<file path="config.mk">
export PLATFORM = sky130hd
export DESIGN_NAME = voice_mixer
export DESIGN_NICKNAME = d
export VERILOG_FILES = /design/src/rtl/voice_mixer.sv
export SDC_FILE = /design/constraint.sdc
export NUM_CORES = 2
export LEC_CHECK = 0
export ABC_AREA = 1
export BUFFER_PORTS_ARGS = -buffer_cell sky130_fd_sc_hd__buf_2
export CORE_ASPECT_RATIO = 0.7
export CORE_MARGIN = 1
export CORE_UTILIZATION = 60
export DETAILED_ROUTE_END_ITERATION = 12
export PLACE_DENSITY = 0.79
export SYNTH_ARGS = -nofsm -noshare
export SYNTH_HDL_FRONTEND = slang
export SYNTH_SLANG_ARGS = --single-unit
</file>
<file path="constraint.sdc">
create_clock -name CLOCK_50 -period 12.1 [get_ports CLOCK_50]
set_clock_uncertainty 0.2 [all_clocks]
set_input_delay 3.025 -clock CLOCK_50 [delete_from_list [all_inputs] [get_ports CLOCK_50]]
set_output_delay 3.025 -clock CLOCK_50 [all_outputs]
set_load 0.02 [all_outputs]
</file>
<file path="src/rtl/voice_mixer.sv">
// voice_mixer: N-voice polyphonic mixer feeding the PDM output stage.
// For each audio sample it scales every voice's oscillator sample by the
// voice's envelope, sums the enabled voices, applies master gain and
// saturates. The result is an offset-binary sample.
// Voices are handled one per clock, so one voice multiplier is shared.
// Optional feature: define VOICE_MIXER_CLIP_COUNT_EN to add a saturating
// 16-bit count of clipped mixes on port clip_count.
module voice_mixer #(
  parameter int NUM_VOICES     = 4,
  parameter int AMPLITUDE_BITS = 24,
  parameter int GAIN_BITS      = 8
) (
  input  logic                                 CLOCK_50,
  input  logic                                 reset,
  input  logic                                 sample_tick,
  input  logic [NUM_VOICES*AMPLITUDE_BITS-1:0] osc_in,
  input  logic [NUM_VOICES*AMPLITUDE_BITS-1:0] env_in,
  input  logic [NUM_VOICES-1:0]                voice_enable,
  input  logic [GAIN_BITS-1:0]                 master_gain,
  output logic [AMPLITUDE_BITS-1:0]            mix_out,
  output logic                                 mix_valid,
  output logic                                 busy,
  output logic                                 clipped,
`ifdef VOICE_MIXER_CLIP_COUNT_EN
  output logic [15:0]                          clip_count,
`endif
  output logic                                 overrun
);

  localparam int AB = AMPLITUDE_BITS;
  localparam int VW = (NUM_VOICES > 1) ? $clog2(NUM_VOICES) : 1;
  // Accumulator is wide enough that summing all voices can never wrap.
  localparam int AW = AB + $clog2(NUM_VOICES) + 1;
  // Signed voice sample times zero-extended envelope.
  localparam int PW = 2 * AB + 1;
  // Signed accumulator times zero-extended master gain.
  localparam int GW = AW + GAIN_BITS + 1;

  localparam logic [AB-1:0]        MID      = {1'b1, {(AB-1){1'b0}}};
  localparam logic [VW-1:0]        LAST_IDX = VW'(NUM_VOICES - 1);
  localparam logic signed [GW-1:0] G_MAX    = {{(GW-AB+1){1'b0}}, {(AB-1){1'b1}}};
  localparam logic signed [GW-1:0] G_MIN    = {{(GW-AB+1){1'b1}}, {(AB-1){1'b0}}};

  typedef enum logic [1:0] {
    IDLE  = 2'd0,
    ACCUM = 2'd1,
    SCALE = 2'd2
  } state_t;

  state_t                  state_q, state_d;
  logic [VW-1:0]           idx_q, idx_d;
  logic signed [AW-1:0]    acc_q, acc_d;
  logic [AB-1:0]           osc_q [NUM_VOICES];
  logic [AB-1:0]           osc_d [NUM_VOICES];
  logic [AB-1:0]           env_q [NUM_VOICES];
  logic [AB-1:0]           env_d [NUM_VOICES];
  logic [NUM_VOICES-1:0]   en_q, en_d;
  logic [GAIN_BITS-1:0]    gain_q, gain_d;
  logic [AB-1:0]           mix_out_q, mix_out_d;
  logic                    mix_valid_q, mix_valid_d;
  logic                    busy_q, busy_d;
  logic                    clipped_q, clipped_d;
  logic                    overrun_q, overrun_d;
`ifdef VOICE_MIXER_CLIP_COUNT_EN
  logic [15:0]             clip_count_q, clip_count_d;
`endif

  logic signed [AB-1:0]    voice_centered;
  logic signed [PW-1:0]    voice_prod;
  logic signed [AW-1:0]    voice_term;
  logic signed [GW-1:0]    gain_prod;
  logic signed [GW-1:0]    gain_shift;
  logic signed [AB-1:0]    sat_val;
  logic                    clip_now;

  // Datapath: current voice's enveloped term, and the gained/saturated mix.
  always_comb begin
    // Subtracting the midpoint from offset-binary is an MSB flip.
    voice_centered = {~osc_q[idx_q][AB-1], osc_q[idx_q][AB-2:0]};
    voice_prod     = PW'(voice_centered) * $signed({{(PW-AB){1'b0}}, env_q[idx_q]});
    voice_term     = AW'(voice_prod >>> AB);
    gain_prod      = GW'(acc_q) * $signed({{(GW-GAIN_BITS){1'b0}}, gain_q});
    gain_shift     = gain_prod >>> (GAIN_BITS - 1);
    if (gain_shift > G_MAX) begin
      sat_val  = G_MAX[AB-1:0];
      clip_now = 1'b1;
    end else if (gain_shift < G_MIN) begin
      sat_val  = G_MIN[AB-1:0];
      clip_now = 1'b1;
    end else begin
      sat_val  = gain_shift[AB-1:0];
      clip_now = 1'b0;
    end
  end

  // Control: next state, snapshot capture, accumulation and output update.
  always_comb begin
    state_d     = state_q;
    idx_d       = idx_q;
    acc_d       = acc_q;
    osc_d       = osc_q;
    env_d       = env_q;
    en_d        = en_q;
    gain_d      = gain_q;
    mix_out_d   = mix_out_q;
    mix_valid_d = 1'b0;
    clipped_d   = clipped_q;
    overrun_d   = overrun_q;
`ifdef VOICE_MIXER_CLIP_COUNT_EN
    clip_count_d = clip_count_q;
`endif
    case (state_q)
      IDLE: begin
        if (sample_tick) begin
          for (int v = 0; v < NUM_VOICES; v++) begin
            osc_d[v] = osc_in[v*AB +: AB];
            env_d[v] = env_in[v*AB +: AB];
          end
          en_d    = voice_enable;
          gain_d  = master_gain;
          acc_d   = '0;
          idx_d   = '0;
          state_d = ACCUM;
        end else begin
          state_d = IDLE;
        end
      end
      ACCUM: begin
        if (en_q[idx_q]) begin
          acc_d = acc_q + voice_term;
        end else begin
          acc_d = acc_q;
        end
        if (idx_q == LAST_IDX) begin
          state_d = SCALE;
        end else begin
          idx_d = idx_q + VW'(1);
        end
        if (sample_tick) begin
          overrun_d = 1'b1;
        end else begin
          overrun_d = overrun_q;
        end
      end
      SCALE: begin
        mix_out_d   = {~sat_val[AB-1], sat_val[AB-2:0]};
        clipped_d   = clip_now;
        mix_valid_d = 1'b1;
        state_d     = IDLE;
        // A tick coinciding with the result is dropped, not queued.
        if (sample_tick) begin
          overrun_d = 1'b1;
        end else begin
          overrun_d = overrun_q;
        end
`ifdef VOICE_MIXER_CLIP_COUNT_EN
        if (clip_now && (clip_count_q != 16'hFFFF)) begin
          clip_count_d = clip_count_q + 16'd1;
        end else begin
          clip_count_d = clip_count_q;
        end
`endif
      end
      default: begin
        state_d = IDLE;
      end
    endcase
    busy_d = (state_d != IDLE);
  end

  // State and output registers with asynchronous reset.
  always_ff @(posedge CLOCK_50 or posedge reset) begin
    if (reset) begin
      state_q     <= IDLE;
      idx_q       <= '0;
      acc_q       <= '0;
      for (int v = 0; v < NUM_VOICES; v++) begin
        osc_q[v] <= '0;
        env_q[v] <= '0;
      end
      en_q        <= '0;
      gain_q      <= '0;
      mix_out_q   <= MID;
      mix_valid_q <= 1'b0;
      busy_q      <= 1'b0;
      clipped_q   <= 1'b0;
      overrun_q   <= 1'b0;
`ifdef VOICE_MIXER_CLIP_COUNT_EN
      clip_count_q <= 16'd0;
`endif
    end else begin
      state_q     <= state_d;
      idx_q       <= idx_d;
      acc_q       <= acc_d;
      osc_q       <= osc_d;
      env_q       <= env_d;
      en_q        <= en_d;
      gain_q      <= gain_d;
      mix_out_q   <= mix_out_d;
      mix_valid_q <= mix_valid_d;
      busy_q      <= busy_d;
      clipped_q   <= clipped_d;
      overrun_q   <= overrun_d;
`ifdef VOICE_MIXER_CLIP_COUNT_EN
      clip_count_q <= clip_count_d;
`endif
    end
  end

  assign mix_out   = mix_out_q;
  assign mix_valid = mix_valid_q;
  assign busy      = busy_q;
  assign clipped   = clipped_q;
  assign overrun   = overrun_q;
`ifdef VOICE_MIXER_CLIP_COUNT_EN
  assign clip_count = clip_count_q;
`endif

endmodule

</file>
==> out/qor.txt <==
outcome -> complete, no violations
largest net degree at the start of global routing -> 111
hold slack -> 0.274 ns
Area after DPL -> 41800 sq um
asr flop ratio synth -> 100%
core area -> 65300 sq um
Worst Setup End Kind -> register
slew margin rel. -> 14.9%
post-synthesis sequential area ratio -> 16.5%
Num CTS Buffers -> 29
Final Slew Violations -> 0
worst-path maximum fanout -> 64
gr usage total -> 37.4%
Die Y -> 218 um
Syn Inst Count -> 5177
CP bufs+invs -> 8
Clock Latency Late Sink -> 0.64 ns
CP dominant cell by count -> fa_1
number of global-route vias before repair -> 35000
CTS Buffer Depth -> 3
Multi-input gate area -> 28300 sq um
final core occ -> 65.7%
cell depth of the worst flop-to-flop path -> 36
endpoints failing setup -> 0
initial antenna violation count -> 6
# rows -> 78
Clock Root Buffer -> clkbuf_16
Reg clk slew, reported paths -> 0.07 ns
Fmax -> 92.3 MHz
clk sink count -> 263
Post-CTS Hold Fix Bufs -> 0
CTS tree -> built
Final nets -> 6448
Mapped Area -> 39900 sq um
Reg-to-Reg Start -> idx_q[0]
Total Wirelength -> 122 mm
Die W -> 310 um
Sequential Area -> 6590 sq um
Worst Setup EP -> acc_q[22]
fraction of layout cells with a size suffix above 1 -> 8.28%
r2r endpoint -> acc_q[22]
drt pass-1 iters -> 7
Post-CTS Setup Bufs -> 0
RSZ-0062 raised after global routing -> false
PortBufs -> 234
Worst Hold Launch -> overrun
dpl hpwl -> 98.5 mm
Placer Congestion -> 1.07
via count -> 34800
setup TNS -> 0 ns
instance count on the critical path -> 36
Syn Nets -> 6331
Final Hold Viols -> 0
Worst EP required -> 12.48 ns
Final Critical Period -> 10.83 ns
Most used DFF post-synth -> dfrtp_1
antenna viol nets, final -> 0
CP Launch Type -> register
starting density of the core -> 61.1%
post-synthesis cell type count -> 57
Yosys warnings -> 0
Top Family by Delay on Critical Path -> adder cells
first-iteration detailed-routing DRC count -> 3755
DRC errors left -> 0
CP Class -> register to register
Slew @ Worst Pin -> 1.28 ns
Period Utilization, post-route -> 89.5%
H-tree depth -> 1
R2R Setup Slk -> 1.27 ns
EDFF count, synth -> 0
Max-Cap Viols -> 0
Die Footprint -> 67500 sq um
Hold Crit Class -> register to register
fillers -> 5518
Wirelength per Cell -> 19.7 um
FF+latch count, synth -> 263
CP max stage delay -> 0.75 ns
CP Launch Point -> idx_q[0]
area growth from synthesis to layout -> 7.49%
CTS resizes -> 0
gr ovfl total -> 0
Final Cell Area -> 42900 sq um
# IOs -> 235
first-pass GRT wire length -> 193 mm
Worst Path Arrival -> 11.21 ns
syn_area_per_cell -> 7.71 sq um
Worst path slowest cell -> dfrtp_4
Via density -> 5.61
worst min path at each step:
stage	to	slack, ns	cells past startpoint
after floorplan	en_q[2]	0.24	2
after global placement	overrun	0.26	1
after detailed placement	overrun	0.26	1
after CTS	overrun	0.27	1
after global routing	overrun	0.29	1
final	overrun	0.27	1
through the flow:
step                      worst slack [ns]  instances
after detailed placement              1.67       6143
after floorplan                       1.64       5177
after CTS                             1.63       6197
final                                 1.27       6201
after global routing                 0.856       6198
after global placement                1.66       6143
registers in the layout, summed over array words and instances, names as in the netlist:
register and cells:
osc_q 96, gain_q 8, clipped 1, en_q 4, mix_valid 1, state_q 2, overrun 1, acc_q 27
busy 1, env_q 96, mix_out 24, idx_q 2
synthesized netlist by cell type (4+ instances only):
| cell | count | share of area [%] |
|---|---|---|
| buf_2 | 39 | 0.49 |
| buf_4 | 4 | 0.075 |
| nand2_1 | 1583 | 15 |
| nand2_2 | 22 | 0.34 |
| o21a_1 | 6 | 0.11 |
| xnor2_1 | 19 | 0.42 |
| and3_1 | 6 | 0.094 |
| o31ai_1 | 4 | 0.075 |
| o21ai_0 | 103 | 1.3 |
| nand3_1 | 53 | 0.66 |
| inv_1 | 1093 | 10 |
| dfrtp_1 | 262 | 16 |
| a32oi_2 | 7 | 0.29 |
| a21o_1 | 18 | 0.34 |
| a21oi_1 | 175 | 2.2 |
| buf_1 | 11 | 0.10 |
| a32oi_1 | 37 | 0.81 |
| nor4_1 | 5 | 0.078 |
| o21bai_1 | 10 | 0.19 |
| clkbuf_1 | 162 | 1.5 |
| xor2_1 | 40 | 0.88 |
| a31oi_1 | 19 | 0.30 |
| buf_6 | 4 | 0.11 |
| nand4_1 | 9 | 0.14 |
| ha_1 | 298 | 9.3 |
| fa_1 | 649 | 33 |
| nor3_1 | 19 | 0.24 |
| inv_2 | 8 | 0.075 |
| a21oi_2 | 20 | 0.44 |
| nor2_1 | 448 | 4.2 |
routing by layer:
metal  vias to the layer above  wire length (um)  global-route usage [%]  share of wire (%)
met5                         -                66                   0.363              0.054
met4                        10              3270                    8.82                2.7
met3                       256             19600                    15.8                 16
met2                      2170             47200                    50.1                 39
met1                     16800             52000                    55.5                 43
li1                      15500                 -                       -                  -
placed cells by master (no fill, tap or decap), types with 6 or more instances in the layout:
cell / instances
o21ai_0: 103
fa_1: 649
xnor2_1: 19
nor3_1: 19
a21oi_2: 20
nand4_1: 9
buf_4: 72
nand2_1: 1582
dfrtp_1: 261
o21bai_1: 10
ha_1: 298
a31oi_1: 19
xor2_1: 40
nand3_1: 53
clkbuf_16: 29
inv_2: 8
a21o_1: 18
inv_1: 1090
a21oi_1: 175
buf_2: 234
a32oi_1: 34
o21a_1: 6
nand2_2: 22
nor2_1: 448
and3_1: 6
a32oi_2: 10
cells by family after synthesis:
logic type               synth area share, %
AND/OR/NAND/NOR                         21.0
XOR/XNOR                                1.30
adder cells (fa/ha/maj)                 41.9
buffers and inverters                   12.7
AO/OA/AOI/OAI                           6.58
flip-flops                              16.5
layout make-up:
cell class                 count  area share, %
inverter                    1104           9.70
antenna                        4         0.0233
tap                          880           2.57
clock buffer                  36           1.85
sequential                   263           15.4
timing repair buffer         307           4.04
multi-input combinational   3589           65.9
clock inverter                18          0.560
Power is not shown: default switching activity piles up to over one toggle a cycle in this logic, so the estimate is an artifact.
